File: src/rtl/highLowCpuPkg.sv
// rtl/highLowCpuPkg.sv - instruction encoding shared by the high/low CPU and its sequencer
package highLowCpuPkg;

  typedef enum logic [2:0] {
    COPY     = 3'd0,
    NOT      = 3'd1,
    AND      = 3'd2,
    OR       = 3'd3,
    ADD      = 3'd4,
    SUB      = 3'd5,
    CLASSIFY = 3'd6,
    SWAP     = 3'd7
  } opcode_t;

  typedef enum logic [2:0] {
    ZERO        = 3'd0,
    INPUT_LOW   = 3'd1,
    INPUT_HIGH  = 3'd2,
    OUTPUT_LOW  = 3'd3,
    OUTPUT_HIGH = 3'd4,
    REG_A       = 3'd5,
    REG_B       = 3'd6,
    REG_C       = 3'd7
  } operand_t;

  typedef struct packed {
    opcode_t  opcode;
    operand_t src1;
    operand_t src2;
    operand_t dst;
  } instr_t;

  // COPY ZERO -> ZERO: architecturally a no-op, safe to feed the CPU at any time
  localparam instr_t IDLE_INSTR = '{opcode: COPY, src1: ZERO, src2: ZERO, dst: ZERO};

endpackage

File: src/rtl/high_low_instr_seq.sv
// rtl/high_low_instr_seq.sv - program store and issue sequencer feeding the high/low CPU
// Define HIGH_LOW_SEQ_LOOP_EN to wrap to pc 0 after the last instruction instead of halting.
module high_low_instr_seq
  import highLowCpuPkg::*;
#(
  parameter int DEPTH = 16,
  parameter int AW    = $clog2(DEPTH)
) (
  input  logic          clk,
  input  logic          reset,
  input  logic          load_valid,
  output logic          load_ready,
  input  instr_t        load_instr,
  input  logic          load_last,
  input  logic          start,
  input  logic          stop,
  input  logic          clear,
  output instr_t        instr_o,
  output logic [AW-1:0] pc_o,
  output logic [AW:0]   prog_len_o,
  output logic          busy,
  output logic          done
);

  typedef enum logic [1:0] {
    IDLE  = 2'd0,
    READY = 2'd1,
    RUN   = 2'd2,
    HALT  = 2'd3
  } state_t;

  state_t        state_q;
  state_t        state_d;
  instr_t        mem [DEPTH];
  logic [AW-1:0] wr_ptr;
  logic          load_fire;
  logic          load_done;
  logic          last_issued;
  logic          issue_en;
  logic [AW-1:0] issue_pc;

  assign load_ready = (state_q == IDLE);
  assign busy       = (state_q == RUN);
  assign done       = (state_q == HALT);

  // reset and clear both outrank a load, so neither may leave a half-written entry
  assign load_fire   = load_valid && load_ready && !clear && !reset;
  assign load_done   = load_fire && (load_last || (wr_ptr == AW'(DEPTH - 1)));
  assign last_issued = ({1'b0, pc_o} == (prog_len_o - (AW+1)'(1)));

  always_ff @(posedge clk) begin
    if (reset) begin
      state_q <= IDLE;
    end else begin
      state_q <= state_d;
    end
  end

  always_comb begin
    state_d  = state_q;
    issue_en = 1'b0;
    issue_pc = '0;
    case (state_q)
      IDLE: begin
        if (load_done) begin
          state_d = READY;
        end
      end
      READY, HALT: begin
        if (start) begin
          state_d  = RUN;
          issue_en = 1'b1;
          issue_pc = '0;
        end
      end
      RUN: begin
        if (stop) begin
          state_d = READY;
        end else if (last_issued) begin
`ifdef HIGH_LOW_SEQ_LOOP_EN
          issue_en = 1'b1;
          issue_pc = '0;
`else
          state_d = HALT;
`endif
        end else begin
          issue_en = 1'b1;
          issue_pc = pc_o + AW'(1);
        end
      end
      default: state_d = IDLE;
    endcase
    if (clear) begin
      state_d  = IDLE;
      issue_en = 1'b0;
      issue_pc = '0;
    end
  end

  // Store contents survive reset, stop and halt; only an accepted load rewrites an entry
  always_ff @(posedge clk) begin
    if (load_fire) begin
      mem[wr_ptr] <= load_instr;
    end
  end

  always_ff @(posedge clk) begin
    if (reset || clear) begin
      wr_ptr     <= '0;
      prog_len_o <= '0;
      pc_o       <= '0;
      instr_o    <= IDLE_INSTR;
    end else begin
      if (load_fire) begin
        wr_ptr <= wr_ptr + AW'(1);
      end
      if (load_done) begin
        prog_len_o <= {1'b0, wr_ptr} + (AW+1)'(1);
      end
      if (issue_en) begin
        instr_o <= mem[issue_pc];
        pc_o    <= issue_pc;
      end else begin
        instr_o <= IDLE_INSTR;
        pc_o    <= '0;
      end
    end
  end

endmodule

File: config.mk
export PLATFORM = sky130hd
export DESIGN_NAME = high_low_instr_seq
export DESIGN_NICKNAME = d
export VERILOG_FILES = /design/src/rtl/highLowCpuPkg.sv /design/src/rtl/high_low_instr_seq.sv
export SDC_FILE = /design/constraint.sdc
export NUM_CORES = 1
export LEC_CHECK = 0
export BUFFER_PORTS_ARGS = -buffer_cell sky130_fd_sc_hd__buf_2
export CAP_MARGIN = 20
export CORE_UTILIZATION = 40
export CTS_CLUSTER_SIZE = 10
export DETAILED_ROUTE_END_ITERATION = 10
export HOLD_SLACK_MARGIN = 0.06
export PLACE_DENSITY = 0.53
export SLEW_MARGIN = 10
export SYNTH_ARGS = -nofsm -noshare
export SYNTH_HDL_FRONTEND = slang
export SYNTH_SLANG_ARGS = --single-unit
File: constraint.sdc
create_clock -name clk -period 5.8 [get_ports clk]
set_input_delay 0.29 -clock clk [delete_from_list [all_inputs] [get_ports clk]]
set_output_delay 0.29 -clock clk [all_outputs]
set_load 0.02 [all_outputs]
======== Yosys cells after proc, flatten, opt, wreduce, memory -nomap -nowiden ========
Memory sizes are Yosys's and may differ from the RTL's. A register that Yosys moved wholly into a read port is not among the register bits.
Index checks and enable logic that the tools add are counted.
cells by class
  reductions and logical operators ........ 13
  bitwise gates (word level) .............. 1
  equality and inequality tests ........... 8
  muxes and demuxes ....................... 16
  add/sub/neg operators ................... 4
operators by type and width
  kind                                                                      number
  4-bit two-way mux                                                         4
  4-bit by 1-bit adder with 4-bit output (second input constant)            2
  2-bit two-way mux                                                         4
  1-bit two-way mux                                                         6
  2-bit case mux with 3 select lines                                        1
  2-bit OR reduction                                                        3
  4-bit by 1-bit adder with 5-bit output (second input constant)            1
  4-bit by 5-bit equality test with 1-bit output                            1
  5-bit by 1-bit subtractor with 5-bit output (second input constant)       1
  2-bit equality test (second input constant)                               2
  4-bit equality test (second input constant)                               1
  1-bit logical AND                                                         4
  3-bit by 2-bit inequality test with 1-bit output (second input constant)  1
  3-bit AND reduction                                                       1
  2-bit by 1-bit equality test with 1-bit output (second input constant)    1
  1-bit logical NOT                                                         2
  2-bit logical NOT                                                         1
  1-bit logical OR                                                          2
  2-bit by 1-bit inequality test with 1-bit output (second input constant)  1
  2-bit inequality test (second input constant)                             1
  1-bit case mux with 2 select lines                                        1
  1-bit inverter                                                            1
word-level totals
  output and inout bits ................... 24
  bits in writable memories ............... 192
  register bits ........................... 15
  memories kept ........................... 1
  word-level logic and storage cells ...... 47
memories
  memory  depth  bits a word  read ports  clocked after Yosys merged registers in  wr ports  line                      text
  mem     16     12           1           1                                        1         high_low_instr_seq.sv:34  instr_t mem [DEPTH];

======== Depth between registers and ports, before layout ========
Gate-level depths: netlist (run 1).
  depth in word-level cells ............... 8
  gate-level depth with buffers ........... 10
  mapped depth without buffers ............ 9

======== Worst setup path after synthesis (run 1) ========
No wires, ideal clock.
  kind .................................... register to register
  from .................................... register prog_len_o[0]
  to ...................................... register instr_o[3] (netlist name)
  arrival ................................. 2.585 ns
  required time ........................... 5.730 ns
  library setup time ...................... 0.070 ns
  stages on the path, launching flop included .. 11
  period minus slack after synthesis ...... 2.655 ns
  buffers on the path ..................... 1
  path slack .............................. 3.145 ns
  path through ............................ dfxtp_1 -> inv_1 -> ha_1 -> xnor3_1 -> a32o_2 -> a31o_2 -> a211oi_4 -> buf_6 -> o221ai_2 -> nor4_1 -> o21bai_1
on the way
  word-level cells in the longest chain between the ends .. 8
  elaborated cells between the ends (all ways) .. 12
  classes of those cells .................. add/sub: 1; eq/ne: 1; mux: 8; bitwise: 1; reduce/logical: 1
RTL lines
  element                                             line                       text
  from (decl)                                         high_low_instr_seq.sv:20   output logic [AW:0] prog_len_o,
  from (signal assigned)                              high_low_instr_seq.sv:118  prog_len_o <= {1'b0, wr_ptr} + (AW+1)'(1);
  5-bit by 1-bit subtractor with 5-bit output (*)     high_low_instr_seq.sv:49   assign last_issued = ({1'b0, pc_o} == (prog_len_o - (AW+1)'(1)));
  4-bit by 5-bit equality test with 1-bit output (*)  high_low_instr_seq.sv:49
  1-bit two-way mux                                   high_low_instr_seq.sv:79   end else if (last_issued) begin
  1-bit two-way mux                                   high_low_instr_seq.sv:77   if (stop) begin
  1-bit case mux with 2 select lines                  high_low_instr_seq.sv:63   case (state_q)
  1-bit two-way mux                                   high_low_instr_seq.sv:93   if (clear) begin
  1-bit inverter (no line)                            -
  2-bit OR reduction (no line)                        -
  to (signal assigned)                                high_low_instr_seq.sv:121  instr_o <= mem[issue_pc];
  to (decl)                                           high_low_instr_seq.sv:18   output instr_t instr_o,
Every way passes the cells marked *; elsewhere a longest branch is shown, timed or not.
A chain may end at the register's enable or synchronous reset.

======== Final worst setup path (run 1) ========
  from .................................... register prog_len_o[0]
  to ...................................... register instr_o[11] (netlist name)
Same word-level chain as after synthesis.

==> results of run 1 <==
[registers in the layout (all words and copies together) (netlist names)]
name / count
wr_ptr: 4
instr_o: 12
state_q: 2
prog_len_o: 5
pc_o: 4
mem: 192
[cells in the mapped netlist (all sizes together) (7+ instances only)]
library cell / n
a31oi: 10
a21oi: 9
a211oi: 33
and2: 18
edfxtp: 192
nand2: 30
mux2i: 8
clkbuf: 23
dfxtp: 27
o221ai: 21
a221oi: 19
and3: 27
buf: 9
xnor2: 7
a21boi: 7
inv: 9
nor4: 7
a21o: 7
nor2: 22
[stage by stage]
stage	instance area [sq um]	hold WS, ns	worst slack, ns	total power [uW]	util
finish	9760	0.0896	1.79	3160	0.464
global route	9760	0.0978	1.53	3240	0.464
detailed placement	9060	0.519	1.83	1800	0.431
global placement	9060	0.507	1.96	1800	0.431
floorplan	8600	0.389	3.14	1770	-
CTS	9760	0.0802	1.80	3180	0.464
[cell type report]
type / instances / area (sq um)
Sequential cell: 219 / 6310
Clock inverter: 1 / 8.76
Timing Repair Buffer: 48 / 255
Multi-Input combinational cell: 291 / 2120
Clock buffer: 43 / 693
Inverter: 9 / 33.8
Fill cell: 1851 / 11300
Tap cell: 275 / 344
[how the worst min path moves through the flow]
stage,start,end,slack (ns),cells past startpoint
final,start,state_q[1]$_SDFFE_PP0P_,0.09,3
after global routing,start,state_q[1]$_SDFFE_PP0P_,0.1,3
after CTS,start,state_q[1]$_SDFFE_PP0P_,0.08,3
after detailed placement,wr_ptr[1]$_SDFFE_PP0P_,wr_ptr[1]$_SDFFE_PP0P_,0.52,2
after global placement,state_q[1]$_SDFFE_PP0P_,state_q[1]$_SDFFE_PP0P_,0.51,2
after floorplan,load_instr[0],mem[0][0]$_DFFE_PP_,0.39,0
[routing by layer]
| layer | up-vias | track usage |
|---|---|---|
| li1 | 2290 | - |
| met1 | 2585 | 0.285 |
| met2 | 158 | 0.324 |
| met3 | 48 | 0.0282 |
| met4 | 0 | 0.0619 |
| met5 | - | 0 |
[power by group through the flow]
stage	clock, uW	sequential, uW	combinational (uW)
after floorplan	0	1750	16.8
after global routing	1470	1720	53.4
after global placement	0	1750	46.2
after CTS	1410	1720	48.9
final	1390	1720	48.3
after detailed placement	0	1750	48.8
[worst max-delay path, cell delays in order (launching register included)]
cell	delay (ns)
dfxtp_1	0.41
inv_1	0.07
ha_1	0.25
xnor3_1	0.36
a32o_2	0.28
a31oi_4	0.73
nand2_2	0.72
buf_4	0.47
a221oi_1	0.32
nor2_1	0.08
a21o_1	0.19
[logic make-up after synthesis]
family	share of synthesized area
AO/OA/AOI/OAI	0.130
XOR/XNOR	0.0138
adder cells (fa/ha/maj)	0.00873
buffers and inverters	0.0201
flip-flops	0.733
multiplexers	0.0145
AND/OR/NAND/NOR	0.0794
==> results.py, run 1 <==
metrics = {
    "placement": {
        "placed_insts": 842,
        "place_congestion": 0.759,
        "port_buffers": 42,
        "hpwlAfterDp_um": 12200,
    },
    "clock_network": {
        "tritoncts_clock_tree": "yes",
        "num_cts_buffers": 25,
        "cts_root_buf": "clkbuf_16",
        "cts_post_setup_buffers_inserted": 0,
        "holdBufCountCts": 0,
        "clockBufferDepth": 3,
        "cts_htree_levels": 1,
        "postCtsResizedCells": 0,
        "worstSkewPairLatency_ns": 0.51,
        "clkTransAtPathRegs_ns": 0.06,
        "clock_sink_count": 219,
    },
    "power_and_ir_drop": {
        "power_frac_seq": 0.544,
        "p_leak_uw": 0.00332,
        "power_switching_share": 0.199,
        "power.internal_uw": 2530,
        "irDropWorstVdd_mv": 0.172,
        "power.net_switching_uw": 628,
        "power-per-cell-area_nw_per_um2": 324,
        "share_of_total_power_in_combinational_logic": 0.015,
        "clockPowerShare": 0.440,
    },
    "grt": {
        "global_route.usage.total": 0.202,
        "via_count_of_the_first_global_routing_pass": 5121,
        "grt_antenna_before_repair": 0,
        "grt_first_pass_wirelength_um": 32400,
        "grt_start_max_net_pins": 40,
        "globalRoute.totalOverflow": 0,
    },
    "setup_path": {
        "timing.rr.end": "instr_o[11]$_SDFF_PP0_",
        "critical_path_peak_fanout": 39,
        "timing.critical_path.from_type": "flop",
        "ff2ff_path_depth": 10,
        "crit_end": "instr_o[11]$_SDFF_PP0_",
        "timing.critical_path.to_type": "flop",
        "worstPathRequired_ns": 6.21,
        "crit_arrival_ns": 4.42,
        "regToRegStartpoint": "prog_len_o[0]$_SDFFE_PP0P_",
        "startpoint": "prog_len_o[0]$_SDFFE_PP0P_",
        "timing_worst_setup_path_type": "flop to flop",
        "timing.reg2reg.setup_slack_ns": 1.79,
    },
    "route": {
        "routed_wirelength_normalized_by_instance_count_um": 24.2,
        "initialDrtViolationCount": 459,
        "dr_wl_met2_um": 9940,
        "drt-vias-per-instance": 5.73,
        "drt-met1-wl_um": 10000,
        "topRoutingLayerUsed": "met4",
        "final_ant_viol_nets": 0,
        "first_pass_iters": 5,
        "met3WireLength_um": 1030,
        "drt_drc_violations_left": 0,
        "wirelength_um": 21500,
        "via_count": 5081,
    },
    "final_layout": {
        "layout-drive-gt1-share": 0.154,
        "mostFrequentLayoutCells": "edfxtp_1 (192), buf_2 (42), a211oi_1 (32)",
        "num_antenna_cells": 0,
        "finish.net_count": 619,
        "area_growth_syn_to_layout_pct": 13.5,
        "layout_commonest_cell": "edfxtp_1",
        "layoutNonFillerInstCount": 886,
    },
    "outcome": {
        "result_of_the_run": "complete, no violations",
    },
    "run": {
        "maxCapViolCount": 0,
    },
    "yosys": {
        "synth_cell_type_count": 56,
        "mean_syn_cell_area_sq_um": 15.6,
        "synth_top_cells_by_area": "edfxtp_1 (67%), dfxtp_1 (6.3%), a211oi_1 (2.8%)",
        "yosysTopAreaCellShare": 0.670,
        "syn-cell-area_sq_um": 8600,
        "synth.net_count": 576,
        "synth_area_leader_cell": "edfxtp_1",
        "cell_count_after_synthesis": 551,
        "synth.yosys.seq_area_share": 0.733,
        "synth-edff-count": 192,
        "yosys_most_used_dff": "edfxtp_1",
        "synthesis.yosys.warnings": 0,
        "ys_async_sr_fraction": 0,
        "ys_ff_latch": 219,
    },
    "die": {
        "die_width_um": 149,
        "design.core.area_sq_um": 21000,
        "initial_core_utilization": 0.409,
        "io-pin-count": 43,
        "rows": 53,
        "floorplan.die_area_sq_um": 22100,
        "die_h_um": 149,
    },
    "timing": {
        "min_period_over_period": 0.692,
        "setup-tns-final_ns": 0,
        "timing.fmax_mhz": 249,
        "timing_worst_slew_pin_value_ns": 1.12,
        "slew_headroom": 0.253,
        "maxSlewViolCount": 0,
        "finalWorstPathRequiredPeriod_ns": 4.01,
        "hold_viol": 0,
        "clock_skew_ns": 0.0102,
        "timing.final.setup_violations": 0,
        "grt_setup_unrepaired": "false",
    },
    "hold_path": {
        "worst_hold_path_type": "input port to flop",
    },
}
Power figures use the tool's default switching activity.
==> run 2, diff against run 1 <==
--- a/config.mk
+++ b/config.mk
@@ -11,7 +11,7 @@
 export CTS_CLUSTER_SIZE = 10
 export DETAILED_ROUTE_END_ITERATION = 10
 export HOLD_SLACK_MARGIN = 0.06
-export PLACE_DENSITY = 0.53
+export PLACE_DENSITY = 0.55
 export SLEW_MARGIN = 10
 export SYNTH_ARGS = -nofsm -noshare
 export SYNTH_HDL_FRONTEND = slang
==> constraint.sdc (replaced) <==
create_clock -name clk -period 3.4 [get_ports clk]
set_input_delay 0.17 -clock clk [delete_from_list [all_inputs] [get_ports clk]]
set_output_delay 0.17 -clock clk [all_outputs]
set_load 0.02 [all_outputs]
==> run 2 against run 1 <==
Sequential power up 70%. Combinational power up 110%. Worst hold slack better by 0.012 ns. Total power up 73%.
==> results.py, run 2 (synthesized netlist as in run 1, its figures left out) <==
metrics = {
    "route": {
        "first_pass_iters": 5,
        "via_count": 5271,
        "initialDrtViolationCount": 319,
        "final_ant_viol_nets": 0,
        "wirelength_um": 22000,
        "routed_wirelength_normalized_by_instance_count_um": 23.8,
        "drt_drc_violations_left": 0,
        "drt-vias-per-instance": 5.69,
    },
    "grt": {
        "grt_first_pass_wirelength_um": 32900,
        "grt_start_max_net_pins": 65,
        "grt_antenna_before_repair": 0,
        "globalRoute.totalOverflow": 0,
        "global_route.usage.total": 0.204,
        "via_count_of_the_first_global_routing_pass": 5329,
    },
    "placement": {
        "port_buffers": 42,
        "place_congestion": 0.772,
        "hpwlAfterDp_um": 12800,
        "placed_insts": 868,
    },
    "die": {
        "rows": 53,
        "die_width_um": 149,
        "design.core.area_sq_um": 21000,
        "io-pin-count": 43,
        "initial_core_utilization": 0.409,
        "die_h_um": 149,
        "floorplan.die_area_sq_um": 22100,
    },
    "hold_path": {
        "min_to": "state_q[1]$_SDFFE_PP0P_",
        "hold_path_startpoint": "stop",
        "worst_hold_path_type": "input port to flop",
        "worst_hold_path.num_cells": 4,
    },
    "timing": {
        "slew_headroom": 0.359,
        "hold_viol": 0,
        "clock_skew_ns": 0.0131,
        "setup-tns-final_ns": 0,
        "holdWs_ns": 0.102,
        "maxSlewViolCount": 0,
        "finalWorstPathRequiredPeriod_ns": 2.93,
        "timing.fmax_mhz": 342,
        "grt_setup_unrepaired": "false",
        "timing_worst_slew_pin_value_ns": 0.961,
        "min_period_over_period": 0.861,
        "timing.final.setup_violations": 0,
    },
    "final_layout": {
        "layout_top_registers": "mem (192), instr_o (12), prog_len_o (5)",
        "layout_commonest_cell": "edfxtp_1",
        "layout.area.seq_sq_um": 6310,
        "area_taken_by_multi_input_logic_gates_sq_um": 2120,
        "num_antenna_cells": 0,
        "area_growth_syn_to_layout_pct": 18.3,
        "fill_cells": 1797,
        "mostFrequentLayoutCells": "edfxtp_1 (192), buf_2 (42), a211oi_1 (32)",
        "finish.net_count": 662,
        "layout.core_utilization": 0.484,
        "largest_reg_flops": 192,
        "layoutNonFillerInstCount": 927,
        "layout-drive-gt1-share": 0.187,
        "registers.top_by_ff_count": "mem",
    },
    "setup_path": {
        "timing.reg2reg.setup_slack_ns": 0.47,
        "timing.critical_path.to_type": "flop",
        "critical_path_peak_fanout": 22,
        "crit_arrival_ns": 3.37,
        "timing.critical_path.from_type": "flop",
        "ff2ff_path_depth": 10,
        "timing.rr.end": "instr_o[3]$_SDFF_PP0_",
        "worstPathRequired_ns": 3.84,
        "regToRegStartpoint": "prog_len_o[0]$_SDFFE_PP0P_",
        "timing_worst_setup_path_type": "flop to flop",
    },
    "clock_network": {
        "worstSkewPairLatency_ns": 0.52,
        "clock_sink_count": 219,
        "clockBufferDepth": 3,
        "cts_htree_levels": 1,
        "tritoncts_clock_tree": "yes",
        "cts_root_buf": "clkbuf_16",
        "clkTransAtPathRegs_ns": 0.06,
        "num_cts_buffers": 26,
        "cts_post_setup_buffers_inserted": 0,
    },
    "run": {
        "maxCapViolCount": 0,
    },
    "outcome": {
        "result_of_the_run": "complete, no violations",
    },
    "power_and_ir_drop": {
        "irDropWorstVdd_mv": 0.310,
        "power-per-cell-area_nw_per_um2": 536,
        "p_leak_uw": 0.00355,
    },
}
## run 2: changes by cell type in the layout (fill, tap and decap cells not counted)
cell | previous run | this run
buf_12 | 0 | 2
clkbuf_16 | 25 | 26
clkinv_8 | 0 | 1
clkbuf_1 | 18 | 15
dlygate4sd3_1 | 0 | 16
clkinv_4 | 0 | 1
buf_4 | 6 | 30
inv_6 | 1 | 0
## run 2: timing repair
item / CTS / global route
hold endpoints to repair: 197 / 0
resized for setup: 0 / 0
endpoints found under the setup margin: 0 / 0
hold buffers: 16 / 0
## run 2: layout make-up
class | instances | share of cell area
tap | 275 | 0.0338
timing repair buffer | 90 | 0.0625
clock inverter | 2 | 0.00246
multi-input combinational | 291 | 0.209
sequential | 219 | 0.620
clock buffer | 41 | 0.0695
inverter | 9 | 0.00332
## run 2: where the power goes
| group | leakage (uW) | internal (uW) | switching (uW) |
|---|---|---|---|
| clock | 0.000349 | 1410 | 1000 |
| sequential | 0.00194 | 2930 | 4.23 |
| combinational | 0.00126 | 32.6 | 67.0 |
## run 2: through the flow
step / cell area [sq um] / total power, uW / setup slack [ns]
6_report: 10200 / 5450 / 0.473
5_1_grt: 10200 / 5620 / 0.298
4_1_cts: 10200 / 5500 / 0.467
3_5_place_dp: 9280 / 3080 / 0.504
3_3_place_gp: 9280 / 3070 / 0.574
2_1_floorplan: 8600 / 3020 / 0.745
## run 2: how the worst max path moves through the flow
stage / startpoint / endpoint / slack (ns) / depth (start not counted)
floorplan: prog_len_o[0]$_SDFFE_PP0P_ / instr_o[3]$_SDFF_PP0_ / 0.74 / 10
global placement: prog_len_o[0]$_SDFFE_PP0P_ / instr_o[7]$_SDFF_PP0_ / 0.57 / 10
detailed placement: prog_len_o[0]$_SDFFE_PP0P_ / instr_o[3]$_SDFF_PP0_ / 0.50 / 10
CTS: prog_len_o[0]$_SDFFE_PP0P_ / instr_o[3]$_SDFF_PP0_ / 0.47 / 10
global route: prog_len_o[0]$_SDFFE_PP0P_ / instr_o[6]$_SDFF_PP0_ / 0.30 / 10
finish: prog_len_o[0]$_SDFFE_PP0P_ / instr_o[3]$_SDFF_PP0_ / 0.47 / 10
## run 2: worst max-delay path: stages (launching register included)
cell and delay [ns]:
dfxtp_1 0.40, inv_1 0.07, ha_1 0.25, xnor3_1 0.35, a32o_2 0.28, a31o_2 0.31, a211oi_4 0.20, buf_4 0.37
o221ai_2 0.13, nor4_1 0.31, o21bai_1 0.17
## run 2: metal layers
layer | vias up | GRT usage | share of wire
li1 | 2374 | - | -
met2 | 134 | 0.332 | 0.49
met5 | - | 0 | 0
met1 | 2743 | 0.290 | 0.45
met3 | 20 | 0.0261 | 0.046
met4 | 0 | 0.0510 | 0.013
==> run 3, diff against run 2 <==
--- a/config.mk
+++ b/config.mk
@@ -8,6 +8,7 @@
 export BUFFER_PORTS_ARGS = -buffer_cell sky130_fd_sc_hd__buf_2
 export CAP_MARGIN = 20
 export CORE_UTILIZATION = 40
+export CTS_BUF_LIST = sky130_fd_sc_hd__clkbuf_8
 export CTS_CLUSTER_SIZE = 10
 export DETAILED_ROUTE_END_ITERATION = 10
 export HOLD_SLACK_MARGIN = 0.06
==> run 3 against run 2 <==
Critical endpoint unchanged. Routed wire length is essentially flat. Largest power group unchanged. Sequential cell count is the same. Clock power fell by 16%.
==> results.py, run 3 (synthesized netlist as in run 1, its figures left out) <==
metrics = {
    "clock_network": {
        "clkTransAtPathRegs_ns": 0.06,
        "tritoncts_clock_tree": "yes",
        "num_cts_buffers": 37,
        "clockBufferDepth": 3,
        "cts_post_setup_buffers_inserted": 0,
        "worstSkewPairLatency_ns": 0.53,
        "clock_sink_count": 219,
        "cts_root_buf": "clkbuf_8",
        "postCtsResizedCells": 0,
        "cts_htree_levels": 2,
    },
    "die": {
        "rows": 53,
        "io-pin-count": 43,
        "floorplan.die_area_sq_um": 22100,
        "initial_core_utilization": 0.409,
        "die_h_um": 149,
        "die_width_um": 149,
        "design.core.area_sq_um": 21000,
    },
    "final_layout": {
        "layout-drive-gt1-share": 0.201,
        "finish.net_count": 674,
        "layout_top_registers": "mem (192), instr_o (12), prog_len_o (5)",
        "layout_commonest_cell": "edfxtp_1",
        "layoutNonFillerInstCount": 952,
        "layout.core_utilization": 0.480,
        "registers.top_by_ff_count": "mem",
        "area_growth_syn_to_layout_pct": 17.4,
        "largest_reg_flops": 192,
        "num_antenna_cells": 0,
        "mostFrequentLayoutCells": "edfxtp_1 (192), buf_2 (42), clkbuf_8 (38)",
    },
    "route": {
        "final_ant_viol_nets": 0,
        "routed_wirelength_normalized_by_instance_count_um": 23.2,
        "first_pass_iters": 4,
        "drt_drc_violations_left": 0,
        "via_count": 5347,
        "drt-vias-per-instance": 5.62,
        "wirelength_um": 22000,
        "initialDrtViolationCount": 344,
    },
    "grt": {
        "globalRoute.totalOverflow": 0,
        "via_count_of_the_first_global_routing_pass": 5463,
        "grt_start_max_net_pins": 65,
        "global_route.usage.total": 0.206,
        "grt_antenna_before_repair": 0,
        "grt_first_pass_wirelength_um": 32800,
    },
    "placement": {
        "placed_insts": 868,
        "place_congestion": 0.772,
        "hpwlAfterDp_um": 12800,
        "port_buffers": 42,
    },
    "power_and_ir_drop": {
        "power-per-cell-area_nw_per_um2": 502,
        "p_leak_uw": 0.00359,
        "final_power_uw": 5070,
        "irDropWorstVdd_mv": 0.183,
    },
    "timing": {
        "grt_setup_unrepaired": "false",
        "clock_skew_ns": 0.0210,
        "timing.final.setup_violations": 0,
        "min_period_over_period": 0.866,
        "setup-tns-final_ns": 0,
        "timing.fmax_mhz": 340,
        "holdWs_ns": 0.107,
        "finalWorstPathRequiredPeriod_ns": 2.94,
        "hold_viol": 0,
        "timing_worst_slew_pin_value_ns": 0.978,
        "maxSlewViolCount": 0,
        "slew_headroom": 0.348,
    },
    "setup_path": {
        "worstPathRequired_ns": 3.84,
        "timing.critical_path.cells": "inv_1 -> ha_1 -> xnor3_1 -> a32o_2 -> a31o_2 -> a211oi_4 -> buf_4 -> o221ai_2 -> nor4_1 -> o21bai_1",
        "timing.critical_path.to_type": "flop",
        "timing_worst_setup_path_type": "flop to flop",
        "critical_path_peak_fanout": 22,
        "cp_slowest_stage_delay_ns": 0.40,
        "timing.critical_path.from_type": "flop",
        "timing.reg2reg.setup_slack_ns": 0.46,
        "timing.critical_path.slowest_stage_cell": "dfxtp_1",
        "path_buf_inv": 2,
        "critPathTopFamily": "compound AO/OA/AOI/OAI gates",
        "crit_arrival_ns": 3.39,
    },
    "run": {
        "maxCapViolCount": 0,
    },
    "hold_path": {
        "worst_hold_path_type": "input port to flop",
    },
    "outcome": {
        "result_of_the_run": "complete, no violations",
    },
}
==> run 3: cell count changes in the layout (fill, tap and decap cells not counted), sizes merged <==
cell	previous run	this run
clkinv	2	10
clkinvlp	0	2
dlygate4sd3	16	17
clkbuf	41	38
inv	9	26
==> run 3: worst paths after layout <==
path                                                  from                endpoint  cells past startpoint
worst min register to register      wr_ptr[1]$_SDFFE_PP0P_  wr_ptr[1]$_SDFFE_PP0P_                      2
worst max-delay path            prog_len_o[0]$_SDFFE_PP0P_   instr_o[3]$_SDFF_PP0_                     10
worst min-delay path                                 reset  wr_ptr[1]$_SDFFE_PP0P_                      3
worst max register to register  prog_len_o[0]$_SDFFE_PP0P_   instr_o[3]$_SDFF_PP0_                     10
==> run 3: metal layers <==
metal	vias up	part of all wire	wire, um	track usage
met4	0	0.020	439	0.0655
met1	2734	0.45	9880	0.281
met5	-	0	0	0
met2	156	0.47	10400	0.327
met3	40	0.058	1270	0.0439
li1	2417	-	-	-
==> run 3: layout make-up <==
cell class	instances	area (sq um)
Fill cell	1828	10900
Tap cell	275	344
Timing Repair Buffer	91	646
Multi-Input combinational cell	291	2120
Clock inverter	29	119
Inverter	9	33.8
Sequential cell	219	6310
Clock buffer	38	523
==> run 3: through the flow <==
step | setup slack [ns] | instance area (sq um)
finish | 0.455 | 10100
global route | 0.288 | 10100
CTS | 0.451 | 10100
detailed placement | 0.504 | 9280
global placement | 0.574 | 9280
floorplan | 0.745 | 8600
==> run 3: what timing repair did <==
action	in CTS	in global routing
setup endpoints to repair	0	0
hold endpoints to repair	197	0
hold buffers	17	0
==> run 3: report_power, final <==
group	internal (uW)	switching [uW]
Combinational	32.6	67.0
Sequential	2930	4.24
Clock	1040	998
==> run 3: worst register-to-register path: stages, from the launching register on <==
cell and delay, ns:
dfxtp_1 0.40, inv_1 0.07, ha_1 0.25, xnor3_1 0.35, a32o_2 0.28, a31o_2 0.31
a211oi_4 0.20, buf_4 0.37, o221ai_2 0.14, nor4_1 0.31, o21bai_1 0.16
